## src/rtl/rot_pkg.sv

```systemverilog
// Shared types and sizes for the rotate sequencer and its output register.
package rot_pkg;
    localparam int W   = 8;
    localparam int SHW = $clog2(W);

    typedef enum logic {IDLE, RUN} rot_seq_state_e;
    typedef logic [W-1:0]   rot_word_t;
    typedef logic [SHW-1:0] rot_amt_t;
endpackage

```

## src/rtl/rotate_seq_if.sv

```systemverilog
// Command and result streams of rotate_seq; out_par exists only with ROT_SEQ_PARITY_EN.
interface rotate_seq_if;
    import rot_pkg::*;

    logic      in_valid;
    logic      in_ready;
    rot_word_t in_data;
    rot_amt_t  in_start;
    rot_amt_t  in_len;
    logic      in_dir;
    logic      out_valid;
    logic      out_ready;
    rot_word_t out_data;
    rot_amt_t  out_amt;
    logic      out_last;
    logic      busy;
`ifdef ROT_SEQ_PARITY_EN
    logic      out_par;
`endif

    modport slave (
        input  in_valid, in_data, in_start, in_len, in_dir, out_ready,
        output in_ready, out_valid, out_data, out_amt, out_last, busy
`ifdef ROT_SEQ_PARITY_EN
        , output out_par
`endif
    );

    modport master (
        output in_valid, in_data, in_start, in_len, in_dir, out_ready,
        input  in_ready, out_valid, out_data, out_amt, out_last, busy
`ifdef ROT_SEQ_PARITY_EN
        , input out_par
`endif
    );
endinterface

```

## src/rtl/rot_seq_outreg.sv

```systemverilog
// One-deep valid/ready result register; computes its own load/accept handshake.
// With ROT_SEQ_PARITY_EN it also holds the parity of the stored word.
module rot_seq_outreg
    import rot_pkg::*;
(
    input  logic      clk,
    input  logic      rst,
    input  logic      req_i,
    input  logic      ready_i,
    input  rot_word_t data_i,
    input  rot_amt_t  amt_i,
    input  logic      last_i,
    output logic      load_o,
    output logic      valid_o,
    output rot_word_t data_o,
    output rot_amt_t  amt_o,
    output logic      last_o
`ifdef ROT_SEQ_PARITY_EN
    , output logic    par_o
`endif
);
    logic      valid_q, valid_d;
    rot_word_t data_q, data_d;
    rot_amt_t  amt_q, amt_d;
    logic      last_q, last_d;

    // A new beat may enter when empty or when the held beat leaves this cycle.
    assign load_o = req_i & (~valid_q | ready_i);

    always_comb begin
        valid_d = valid_q;
        data_d  = data_q;
        amt_d   = amt_q;
        last_d  = last_q;
        if (load_o) begin
            valid_d = 1'b1;
            data_d  = data_i;
            amt_d   = amt_i;
            last_d  = last_i;
        end else if (ready_i) begin
            valid_d = 1'b0;
        end
    end

    always_ff @(posedge clk or posedge rst) begin
        if (rst) begin
            valid_q <= 1'b0;
            data_q  <= '0;
            amt_q   <= '0;
            last_q  <= 1'b0;
        end else begin
            valid_q <= valid_d;
            data_q  <= data_d;
            amt_q   <= amt_d;
            last_q  <= last_d;
        end
    end

`ifdef ROT_SEQ_PARITY_EN
    logic par_q;
    always_ff @(posedge clk or posedge rst) begin
        if (rst)         par_q <= 1'b0;
        else if (load_o) par_q <= ^data_i;
    end
    assign par_o = par_q;
`endif

    assign valid_o = valid_q;
    assign data_o  = data_q;
    assign amt_o   = amt_q;
    assign last_o  = last_q;

    a_hold_stable: assert property (@(posedge clk) disable iff (rst)
        (valid_q && !ready_i) |=> (valid_q && $stable(data_q) && $stable(amt_q) && $stable(last_q)));
endmodule

```

## src/rtl/rotate_seq.sv

```systemverilog
// Command sequencer feeding an external 8-bit rotator one amount per cycle and
// registering each result as a stream beat. ROT_SEQ_PARITY_EN adds out_par.
module rotate_seq
    import rot_pkg::*;
(
    input  logic       clk,
    input  logic       rst,
    rotate_seq_if.slave bus,
    output rot_word_t  rot_a,
    output rot_amt_t   rot_ctrl,
    output logic       rot_dir,
    input  rot_word_t  rot_out
);
    rot_seq_state_e state_q, state_d;
    rot_word_t      data_q, data_d;
    rot_amt_t       amt_q, amt_d;
    rot_amt_t       remain_q, remain_d;
    logic           dir_q, dir_d;
    logic           req, load, out_valid;

    assign req = (state_q == RUN);

    always_comb begin
        state_d  = state_q;
        data_d   = data_q;
        amt_d    = amt_q;
        remain_d = remain_q;
        dir_d    = dir_q;
        case (state_q)
            IDLE: begin
                if (bus.in_valid) begin
                    state_d  = RUN;
                    data_d   = bus.in_data;
                    amt_d    = bus.in_start;
                    remain_d = bus.in_len;
                    dir_d    = bus.in_dir;
                end
            end
            RUN: begin
                // Without a load everything holds, so the rotator inputs freeze under stall.
                if (load) begin
                    amt_d    = amt_q + rot_amt_t'(1);
                    remain_d = remain_q - rot_amt_t'(1);
                    if (remain_q == '0) state_d = IDLE;
                end
            end
            default: state_d = IDLE;
        endcase
    end

    always_ff @(posedge clk or posedge rst) begin
        if (rst) begin
            state_q  <= IDLE;
            data_q   <= '0;
            amt_q    <= '0;
            remain_q <= '0;
            dir_q    <= 1'b0;
        end else begin
            state_q  <= state_d;
            data_q   <= data_d;
            amt_q    <= amt_d;
            remain_q <= remain_d;
            dir_q    <= dir_d;
        end
    end

    rot_seq_outreg u_outreg (
        .clk     (clk),
        .rst     (rst),
        .req_i   (req),
        .ready_i (bus.out_ready),
        .data_i  (rot_out),
        .amt_i   (amt_q),
        .last_i  (remain_q == '0),
        .load_o  (load),
        .valid_o (out_valid),
        .data_o  (bus.out_data),
        .amt_o   (bus.out_amt),
        .last_o  (bus.out_last)
`ifdef ROT_SEQ_PARITY_EN
        , .par_o (bus.out_par)
`endif
    );

    assign bus.out_valid = out_valid;
    assign bus.in_ready  = (state_q == IDLE);
    assign bus.busy      = req | out_valid;

    assign rot_a    = data_q;
    assign rot_ctrl = amt_q;
    assign rot_dir  = dir_q;
endmodule

```

## src/flat_wrapper.sv

```systemverilog
// flat-port wrapper written by rule: the top's interface ports become plain ports
module rotate_seq_flat import rot_pkg::*;
  (clk, rst, rot_a, rot_ctrl, rot_dir, rot_out, bus_in_valid, bus_in_data, bus_in_start, bus_in_len, bus_in_dir, bus_out_ready, bus_in_ready, bus_out_valid, bus_out_data, bus_out_amt, bus_out_last, bus_busy);
  rotate_seq_if bus_i ();
  input  logic clk;
  input  logic rst;
  output rot_word_t rot_a;
  output rot_amt_t rot_ctrl;
  output logic rot_dir;
  input  rot_word_t rot_out;
  input wire logic [$bits(bus_i.in_valid)-1:0] bus_in_valid;
  input wire logic [$bits(bus_i.in_data)-1:0] bus_in_data;
  input wire logic [$bits(bus_i.in_start)-1:0] bus_in_start;
  input wire logic [$bits(bus_i.in_len)-1:0] bus_in_len;
  input wire logic [$bits(bus_i.in_dir)-1:0] bus_in_dir;
  input wire logic [$bits(bus_i.out_ready)-1:0] bus_out_ready;
  output wire logic [$bits(bus_i.in_ready)-1:0] bus_in_ready;
  output wire logic [$bits(bus_i.out_valid)-1:0] bus_out_valid;
  output wire logic [$bits(bus_i.out_data)-1:0] bus_out_data;
  output wire logic [$bits(bus_i.out_amt)-1:0] bus_out_amt;
  output wire logic [$bits(bus_i.out_last)-1:0] bus_out_last;
  output wire logic [$bits(bus_i.busy)-1:0] bus_busy;
  assign bus_i.in_valid = bus_in_valid;
  assign bus_i.in_data = bus_in_data;
  assign bus_i.in_start = bus_in_start;
  assign bus_i.in_len = bus_in_len;
  assign bus_i.in_dir = bus_in_dir;
  assign bus_i.out_ready = bus_out_ready;
  assign bus_in_ready = bus_i.in_ready;
  assign bus_out_valid = bus_i.out_valid;
  assign bus_out_data = bus_i.out_data;
  assign bus_out_amt = bus_i.out_amt;
  assign bus_out_last = bus_i.out_last;
  assign bus_busy = bus_i.busy;
  rotate_seq u_core (.clk(clk), .rst(rst), .bus(bus_i), .rot_a(rot_a), .rot_ctrl(rot_ctrl), .rot_dir(rot_dir), .rot_out(rot_out));
endmodule
```

## config.mk

```make
export PLATFORM = sky130hd
export DESIGN_NAME = rotate_seq_flat
export DESIGN_NICKNAME = d
export VERILOG_FILES = /design/src/rtl/rot_pkg.sv /design/src/rtl/rotate_seq_if.sv /design/src/rtl/rot_seq_outreg.sv /design/src/rtl/rotate_seq.sv /design/src/flat_wrapper.sv
export SDC_FILE = /design/constraint.sdc
export NUM_CORES = 1
export LEC_CHECK = 0
export BUFFER_PORTS_ARGS = -buffer_cell sky130_fd_sc_hd__buf_4
export CORE_MARGIN = 5
export CORE_UTILIZATION = 43
export DETAILED_ROUTE_END_ITERATION = 16
export PLACE_DENSITY = 0.78
export SETUP_SLACK_MARGIN = 0.4
export SYNTH_ARGS = -nofsm -noshare
export SYNTH_HDL_FRONTEND = slang
export SYNTH_HIERARCHICAL = 1
export SYNTH_SLANG_ARGS = --single-unit
```

## constraint.sdc

```tcl
create_clock -name clk -period 1.5 [get_ports clk]
set_input_delay 0 -clock clk [delete_from_list [all_inputs] [get_ports clk]]
set_output_delay 0 -clock clk [all_outputs]
set_load 0.05 [all_outputs]
```

==> results of run 1 <==
[timing repair]
item | 4_1_cts | 5_1_grt
setup buffers | 10 | 1
setup endpoints to repair | 27 | 30
hold buffers | 23 | 0
cloned | 0 | 0
pin swaps | 2 | 2
endpoints found under the hold margin | 51 | 0
resized for setup | 16 | 1
[layout by cell type, fill, tap and decap left out, types with 2 or more instances in the layout]
cell / synthesis / layout
clkbuf_4: 0 / 5
ha_1: 3 / 3
dfrtp_1: 29 / 27
mux2i_1: 7 / 7
dlygate4sd3_1: 0 / 23
nand2_1: 3 / 2
buf_12: 1 / 2
a221oi_2: 2 / 2
mux2_4: 18 / 19
nor2b_1: 3 / 2
inv_1: 5 / 4
dfrtp_2: 0 / 2
buf_8: 0 / 2
mux2_2: 4 / 3
and4_1: 2 / 2
buf_4: 0 / 60
buf_6: 3 / 3
or2b_1: 2 / 2
[worst register-to-register path: stages (launching register included)]
cell and delay (ps):
dfrtp_2 500, nand2_4 140, inv_6 50, mux2_4 260
o221a_1 210
[per-stage QoR]
| stage | utilization (%) | worst slack (ps) | total power, W |
|---|---|---|---|
| finish | 74.6 | 226 | 0.00519 |
| global route | 74.6 | 195 | 0.00543 |
| CTS | 74.2 | 234 | 0.00515 |
| detailed placement | 59.4 | 196 | 0.00415 |
| global placement | 59.4 | 223 | 0.00407 |
| floorplan | - | -70.5 | 0.00342 |
[cell usage after synthesis, drive strengths merged (2+ instances only)]
cell type / instances
a221oi: 2
and4: 2
buf: 5
dfrtp: 29
ha: 3
inv: 6
mux2: 22
mux2i: 7
nand2: 4
nor2b: 4
or2b: 2
[registers in the layout (all words and copies together) (netlist names)]
signal                   cells
u_core/u_outreg/last_o       1
u_core/rot_dir               1
u_core/remain_q              3
u_core/u_outreg/data_o       8
u_core/u_outreg/valid_o      1
u_core/u_outreg/amt_o        3
u_core/req                   1
u_core/rot_a                 8
u_core/rot_ctrl              3
[final cells by class]
cell class                      instances  area, um^2  area share, %
Clock buffer                            7        55.1           2.38
Clock inverter                          1        30.0           1.30
Inverter                                6        30.0           1.30
Multi-Input combinational cell         55         631           27.3
Sequential cell                        29         728           31.5
Tap cell                               44        55.1           2.38
Timing Repair Buffer                   90         785           33.9
[per-layer routing]
layer	vias up	part of all wire, %	track usage (%)
li1	514	-	-
met1	536	37	19.6
met2	32	56	36.7
met3	5	5.3	4.66
met4	0	2.1	9.11
met5	-	0	0
[how the worst min path moves through the flow]
stage / to / slack [ps] / depth (start not counted) / from
floorplan: u_core/u_outreg/amt_o[0] / -120 / 1 / rst
global placement: u_core/u_outreg/amt_o[2] / 50 / 2 / rst
detailed placement: u_core/u_outreg/amt_o[2] / 60 / 2 / rst
CTS: u_core/remain_q[1] / 10 / 3 / bus_in_valid
global route: u_core/remain_q[1] / 60 / 3 / bus_in_valid
finish: u_core/remain_q[1] / 20 / 3 / bus_in_valid
[logic make-up (layout without fill, tap and decap cells)]
family	count (synthesis)	after routing	share of synthesized area (%)
multiplexers	29	29	27.2
XOR/XNOR	1	1	0.617
AND/OR/NAND/NOR	17	17	8.73
adder cells (fa/ha/maj)	3	3	2.65
buffers and inverters	11	104	5.73
AO/OA/AOI/OAI	5	5	3.97
flip-flops	29	29	51.1
[power breakdown]
part / leakage (nW) / internal (W) / switching (W)
registers: 0.337 / 0.00113 / 0.000256
clock network: 0.0455 / 0.000398 / 0.000272
logic: 0.768 / 0.00134 / 0.00179
==> out/qor.txt, run 1 <==
Number of global-route vias before repair - 1239
Synthesis warning total - 6
Iter 0 DRT Violations - 23
Routed wire length - 3.86 mm
Post-synth top area cell - dfrtp_1
Share of layout cells above drive strength 1 - 58.0%
Reg2reg end - u_core/remain_q[0]
Status - completed
I/O Buffers - 53
Synth cell types - 26
VDD IR max - 1.26 mV
Critical Path, Cell by Cell - nand2_4 > inv_6 > mux2_4 > o221a_1
Starting Density - 45.7%
Slowest-stage cell, CP - dfrtp_2
H-tree depth - 2
Crit path depth - 4
Setup Viol. Count Final - 0
Post-synthesis sequential area ratio - 51.1%
Fin area - 2310 um^2
Leak - 1.15 nW
Remaining antenna violation count after routing - 0
Post-synth ARST share - 100%
HP Class - in -> reg
Global placement routability congestion - 0.706
Worst Setup SP - u_core/req
EDFF count, synth - 0
Worst-path clk slew - 90 ps
Crit path DAT - 1490 ps
Layout area overhead - 63.1%
Die X-Extent - 67.4 um
Ports - 54
Root Buffer - clkbuf_4
First-pass GRT wire length - 6.21 mm
Non-Filler Instances - 232
CP endpoint - u_core/remain_q[0]
Initial antenna violation count - 0
Max Clock Skew - 6.53 ps
Crit path required time - 1720 ps
RSZ-0062 raised after global routing - yes
Ant diodes - 0
P per Cell Area - 2240 nW/um^2
Clk_lat worst skew - 330 ps
Pin count of the biggest net entering global routing - 17
Synth top area share - 51.1%
Synth Cell Area - 1420 um^2
Post-Place Cells - 190
Max-cap violations - 0
Die H - 67.4 um
Floorplan core area - 3100 um^2
Routed len/inst - 16.6 um
Crit path largest cell delay - 500 ps
Fillers - 208
CP Class - reg -> reg
Drc violations - 0
Bufs on Longest Clock Path - 2
Clk sink count - 29
R2R Setup Slk - 230 ps
Max FO, Critical Path - 8
Nets - 217
Worst R2R Start - u_core/req
Cells after Synth - 95
Startpoint type of the worst setup path - register
Total CTS buffers - 5
CP bufs+invs - 1
Final hold vios - 0
Final Critical Period - 1270 ps
Max Transition Viols Final - 0
Detailed Routing Iterations Pass 1 - 4
Setup total negative slack - 0 ps
Via count - 1087
Avg Cell Area, Syn - 14.9 um^2
Slew @ Worst Pin - 653 ps
Ys flop type - dfrtp_1
Vias per cell - 4.69
Crit. End Element - register
Gr usage total - 19.3%
Top post-synthesis cells by area - dfrtp_1 51%, mux2_4 19%, mux2i_1 4.9%
Core Rows - 20
F_max - 785 MHz
Syn_nets - 125
Total gr overflow - 0
Tcrit/Tclk final - 84.9%
Synthesized flop and latch total - 29
Final hold slack - 21.6 ps
CTS tree - yes
Die area - 4550 um^2
Worst rel slew slack - 56.4%
Placed instance area - 1840 um^2
CP delay by family, top - flip-flops
R2R cell count - 4
DP HPWL - 2.36 mm
Note: power is estimated with default switching activity, not from simulation.
==> run 2, diff against run 1 <==
- ABC_AREA: unset -> 1
- PLACE_DENSITY: 0.78 -> 0.79
- clock period: 1.5 -> 1.15 ns (I/O delays scaled with it)
==> run 2 against run 1 <==
The flow now finishes with violations (setup timing); total power increased by 66%; combinational power is 92% higher; final cell count is 41% higher; highest routed layer unchanged; sequential share of layout area is 5.1 points lower; clock power is 1% lower; largest cell class unchanged; setup slack worse by 400 ps; flip-flop and latch count unchanged; first-iteration DRC count grew to 6.8 times the previous value; register-to-register slack worse by 400 ps; non-clock buffer count is 28 higher.
==> out/qor.txt, run 2 <==
Status - finished, violations left
Failing checks - setup timing
Tcrit/Tclk final - 115%
CP Class - reg -> reg
First-pass GRT wire length - 7.25 mm
Remaining antenna violation count after routing - 0
Ports - 54
Met1 Usage GRT - 23.7%
Total CTS buffers - 5
Hold Path Cell Cnt - 5
Crit path required time - 1420 ps
Drc violations - 0
Fillers - 110
Synthesized flop and latch total - 29
Starting Density - 44.8%
Fin area - 2770 um^2
Root Buffer - clkbuf_4
Max-cap violations - 0
Leak - 1.47 nW
Grt met2 use - 42.0%
Vias per cell - 5.01
Die X-Extent - 66.2 um
Ys flop type - dfrtp_1
Core Rows - 20
Max Transition Viols Final - 0
Critical Path, Cell by Cell - buf_12 > buf_12 > buf_4 > buf_6 > nand3_1 > nand2_1 > nand2_1
Routed len/inst - 17.4 um
Post-synth ARST share - 100%
Global placement routability congestion - 0.770
VDD IR max - 2.03 mV
Die area - 4380 um^2
Bufs on Longest Clock Path - 2
Most common cell in the netlist - nand2_1
Gr busiest metal - met2
Pin count of the biggest net entering global routing - 14
CP bufs+invs - 4
Synthesis warning total - 6
Via count - 1642
Commonest non-fill, non-tap cells in the layout - 58 x nand2_1, 55 x buf_4, 29 x buf_6, 25 x dfrtp_1, 22 x dlygate4sd3_1
Setup ws final - -178 ps
Cells after Synth - 162
Ant diodes - 0
H-tree depth - 2
Crit path largest cell delay - 460 ps
Iter 0 DRT Violations - 157
Final hold vios - 0
Slew @ Worst Pin - 530 ps
Gr usage total - 22.5%
Placed instance area - 1850 um^2
R2R cell count - 7
Worst rel slew slack - 64.6%
Max Clock Skew - 14.0 ps
RSZ-0062 raised after global routing - yes
P per Cell Area - 3120 nW/um^2
Number of global-route vias before repair - 1552
Max FO, Critical Path - 5
Clk sink count - 29
Layout area overhead - 104%
EDFF count, synth - 0
Clk_lat worst skew - 340 ps
Routed wire length - 5.71 mm
Synth top area share - 53.5%
Crit path depth - 7
I/O Buffers - 53
Syn_nets - 192
Synth Cell Area - 1360 um^2
Final Critical Period - 1330 ps
Detailed Routing Iterations Pass 1 - 4
Most common cell after layout, fill and taps aside - nand2_1
Crit path DAT - 1600 ps
Nets - 313
DP HPWL - 2.40 mm
Top post-synthesis cells by count - 82 x nand2_1, 29 x dfrtp_1, 16 x nand3_1
HP Class - in -> reg
Die H - 66.2 um
Setup Viol. Count Final - 31
Routing usage on met3 - 7.65%
Top post-synthesis cells by area - dfrtp_1 54%, nand2_1 23%, nand3_1 5.9%
Worst-path clk slew - 100 ps
Post-synthesis sequential area ratio - 53.5%
Avg Cell Area, Syn - 8.37 um^2
CP delay by family, top - buffers and inverters
Floorplan core area - 3030 um^2
Startpoint type of the worst setup path - register
Post-layout util - 91.4%
Synth cell types - 16
Total gr overflow - 0
Crit. End Element - register
F_max - 753 MHz
CTS tree - yes
Slowest-stage cell, CP - dfrtp_2
Initial antenna violation count - 0
Share of layout cells above drive strength 1 - 51.1%
Post-synth top area cell - dfrtp_1
-- run 2: cell count changes after synthesis, moves of 4 or more --
cell	previous run	this run
nand3_1	1	16
mux2_4	18	0
nand2_1	3	82
inv_1	5	12
mux2i_1	7	0
mux2_2	4	0
-- run 2: worst reg2reg max path, cell delays in order (launching register included) --
cell	delay (ps)
dfrtp_2	460
buf_12	160
buf_12	140
buf_4	130
buf_6	130
nand3_1	90
nand2_1	70
nand2_1	80
-- run 2: metrics by stage --
step	hold slack [ps]	setup TNS (ps)	std cells	total power, W	worst slack (ps)
after floorplan	-123	-746	162	0.00456	-132
after global placement	-59.0	0	263	0.00562	49.7
after detailed placement	-57.6	0	263	0.00567	52.0
after CTS	8.70	-821	310	0.00760	-138
after global routing	20.4	-3930	328	0.00907	-212
final	13.5	-2760	328	0.00863	-178
-- run 2: cell families after synthesis --
logic type,after synthesis,share of synthesized area [%]
AO/OA/AOI/OAI,4,1.57
adder cells (fa/ha/maj),3,2.77
buffers and inverters,19,8.30
flip-flops,29,53.5
AND/OR/NAND/NOR,107,33.9
-- run 2: final timing paths --
check	startpoint	to	slack [ps]
setup / recovery	u_core/req	u_core/remain_q[2]	-180
hold / removal	bus_in_start[2]	u_core/rot_ctrl[2]	10
setup reg to reg	u_core/req	u_core/remain_q[2]	-180
hold reg to reg	u_core/u_outreg/data_o[3]	u_core/u_outreg/data_o[3]	520
max in group asynchronous	rst	u_core/u_outreg/valid_o	470
min in group asynchronous	rst	u_core/req	190
-- run 2: power breakdown --
group / switching, W / internal (W) / leakage (nW) / total [W]
Clock: 0.000360 / 0.000301 / 0.0326 / 0.000661
Combinational: 0.00344 / 0.00257 / 1.08 / 0.00601
Sequential: 0.000444 / 0.00152 / 0.350 / 0.00196
-- run 2: repair_timing --
action	in CTS	in global routing
setup buffers	15	18
cloned	2	0
hold buffers	22	0
pin swaps	6	13
hold endpoints to repair	50	0
resized for setup	68	25
setup endpoints to repair	56	56
-- run 2: cell type report --
class	count	area (um^2)	share of cell area (%)
Inverter	14	72.6	2.62
Sequential cell	29	731	26.4
Clock buffer	8	58.8	2.12
Tap cell	44	55.1	1.99
Timing Repair Buffer	118	1170	42.3
Multi-Input combinational cell	115	679	24.5
-- run 2: per-layer routing --
layer,vias to the layer above,wire length [um]
li1,748,-
met1,802,2240
met2,81,2960
met3,11,406
met4,0,110
met5,-,0
==> run 3, diff against run 2 <==
- HOLD_SLACK_MARGIN: unset -> 0.06
- SLEW_MARGIN: unset -> 20
==> run 3 against run 2 <==
First-iteration DRC count fell by 17%; the run still ends with setup timing left; non-clock buffer count rose by 1; sequential share of layout area barely moved.
==> out/qor.txt, run 3 (synthesis gave the netlist of run 2 again) <==
Status - finished, violations left
Failing checks - setup timing
Worst-path clk slew - 100 ps
Detailed Routing Iterations Pass 1 - 4
Leak - 1.47 nW
Post-layout util - 91.5%
Layout area overhead - 104%
Max Clock Skew - 6.55 ps
Sequential share of power - 22.8%
Floorplan core area - 3030 um^2
Total gr overflow - 0
Placed instance area - 1850 um^2
Setup Viol. Count Final - 31
P per Cell Area - 3090 nW/um^2
Global placement routability congestion - 0.770
CP delay by family, top - flip-flops
Share of layout cells above drive strength 1 - 50.2%
Max FO, Critical Path - 3
Final hold vios - 0
Commonest non-fill, non-tap cells in the layout - 58 x nand2_1, 54 x buf_4, 29 x buf_6, 25 x dfrtp_1, 24 x dlygate4sd3_1
Max Transition Viols Final - 0
Ant diodes - 0
Die H - 66.2 um
Routed wire length - 5.62 mm
DP HPWL - 2.40 mm
Slowest-stage cell, CP - dfrtp_2
Routed len/inst - 17.1 um
RSZ-0062 raised after global routing - yes
Via count - 1636
Part of the power in combinational logic - 69.4%
Crit path required time - 1150 ps
Nets - 314
Clock power frac - 7.8%
Crit. End Element - primary output
Starting Density - 44.8%
Non-Filler Instances - 329
Switch share - 49.0%
Worst rel slew slack - 66.0%
Vias per cell - 4.97
Setup ws final - -148 ps
Critical Path, Cell by Cell - buf_6 > or2_4 > buf_8
Root Buffer - clkbuf_4
First-pass GRT wire length - 7.36 mm
Clk sink count - 29
Final hold slack - 34.1 ps
VDD IR max - 1.90 mV
Int Power - 0.00438 W
Remaining antenna violation count after routing - 0
Crit path DAT - 1300 ps
Max-cap violations - 0
Fin area - 2770 um^2
Gr usage total - 23.0%
Iter 0 DRT Violations - 130
Total CTS buffers - 5
Bufs on Longest Clock Path - 2
Post-Place Cells - 263
Ports - 54
Most common cell after layout, fill and taps aside - nand2_1
Hold_buf cts - 24
Drc violations - 0
Tcrit/Tclk final - 113%
Clk_lat worst skew - 340 ps
I/O Buffers - 53
Net switching power figure - 0.00420 W
Slew @ Worst Pin - 509 ps
Startpoint type of the worst setup path - register
F_max - 770 MHz
Core Rows - 20
Pin count of the biggest net entering global routing - 14
Number of global-route vias before repair - 1563
Die X-Extent - 66.2 um
Initial antenna violation count - 0
CTS tree - yes
H-tree depth - 2
Crit path largest cell delay - 460 ps
HP Class - in -> reg
Final Critical Period - 1300 ps
CP Class - reg -> out
CP bufs+invs - 2
Die area - 4380 um^2
==> run 3: cell count changes in the layout (fill, tap and decap cells not counted) <==
cell	change
dlygate4sd3_1	+2
nor2_4	-1
buf_4	-1
nor2_2	+1
nand3_1	+1
nand3_2	-1
==> run 3: final timing paths <==
kind	from	to	slack, ps	cells past startpoint
max	u_core/req	bus_busy	-150	3
min	bus_in_valid	u_core/req	30	3
max reg2reg	u_core/req	u_core/remain_q[0]	-130	9
min reg2reg	u_core/rot_a[2]	u_core/rot_a[2]	520	2
max in group asynchronous	rst	u_core/u_outreg/valid_o	510	3
min in group asynchronous	rst	u_core/req	170	3
==> run 3: per-stage QoR <==
stage / setup slack, ps / power [W] / setup TNS (ps)
final: -148 / 0.00857 / -2210
after global routing: -188 / 0.00901 / -3310
after CTS: -138 / 0.00760 / -821
after detailed placement: 52.0 / 0.00567 / 0
after global placement: 49.7 / 0.00562 / 0
after floorplan: -132 / 0.00456 / -746
==> run 3: timing repair <==
item / in CTS / in global routing
gates cloned: 2 / 0
endpoints found under the setup margin: 56 / 56
pin swaps: 6 / 12
buffers inserted: 15 / 17
endpoints found under the hold margin: 53 / 5
resized for setup: 68 / 23
==> run 3: final cells by class <==
class                      count  area [um^2]
timing repair buffer         119         1180
multi-input combinational    115          669
inverter                      14         72.6
sequential                    29          731
fill                         107          256
tap                           44         55.1
clock buffer                   8         58.8
==> run 3: power groups by stage <==
stage	clock [W]	combinational, W	sequential, W
floorplan	0	0.00127	0.00328
global placement	0	0.00376	0.00186
detailed placement	0	0.00381	0.00186
CTS	0.000664	0.00501	0.00192
global route	0.000734	0.00626	0.00201
finish	0.000670	0.00595	0.00195
==> run 3: routing by layer <==
layer | vias to the layer above | track usage [%] | wire, um
met5 | - | 0 | 0
met4 | 0 | 6.09 | 179
met2 | 83 | 43.2 | 2850
met1 | 794 | 23.9 | 2190
met3 | 20 | 7.65 | 402
li1 | 739 | - | -
==> run 3: worst reg2reg max path, cell delays in order (launching register included) <==
cell	delay, ps
dfrtp_2	460
buf_12	150
buf_12	140
nand2_8	70
inv_4	40
nand2_4	70
nand2_4	80
inv_6	90
nand2_2	50
nand2_2	60
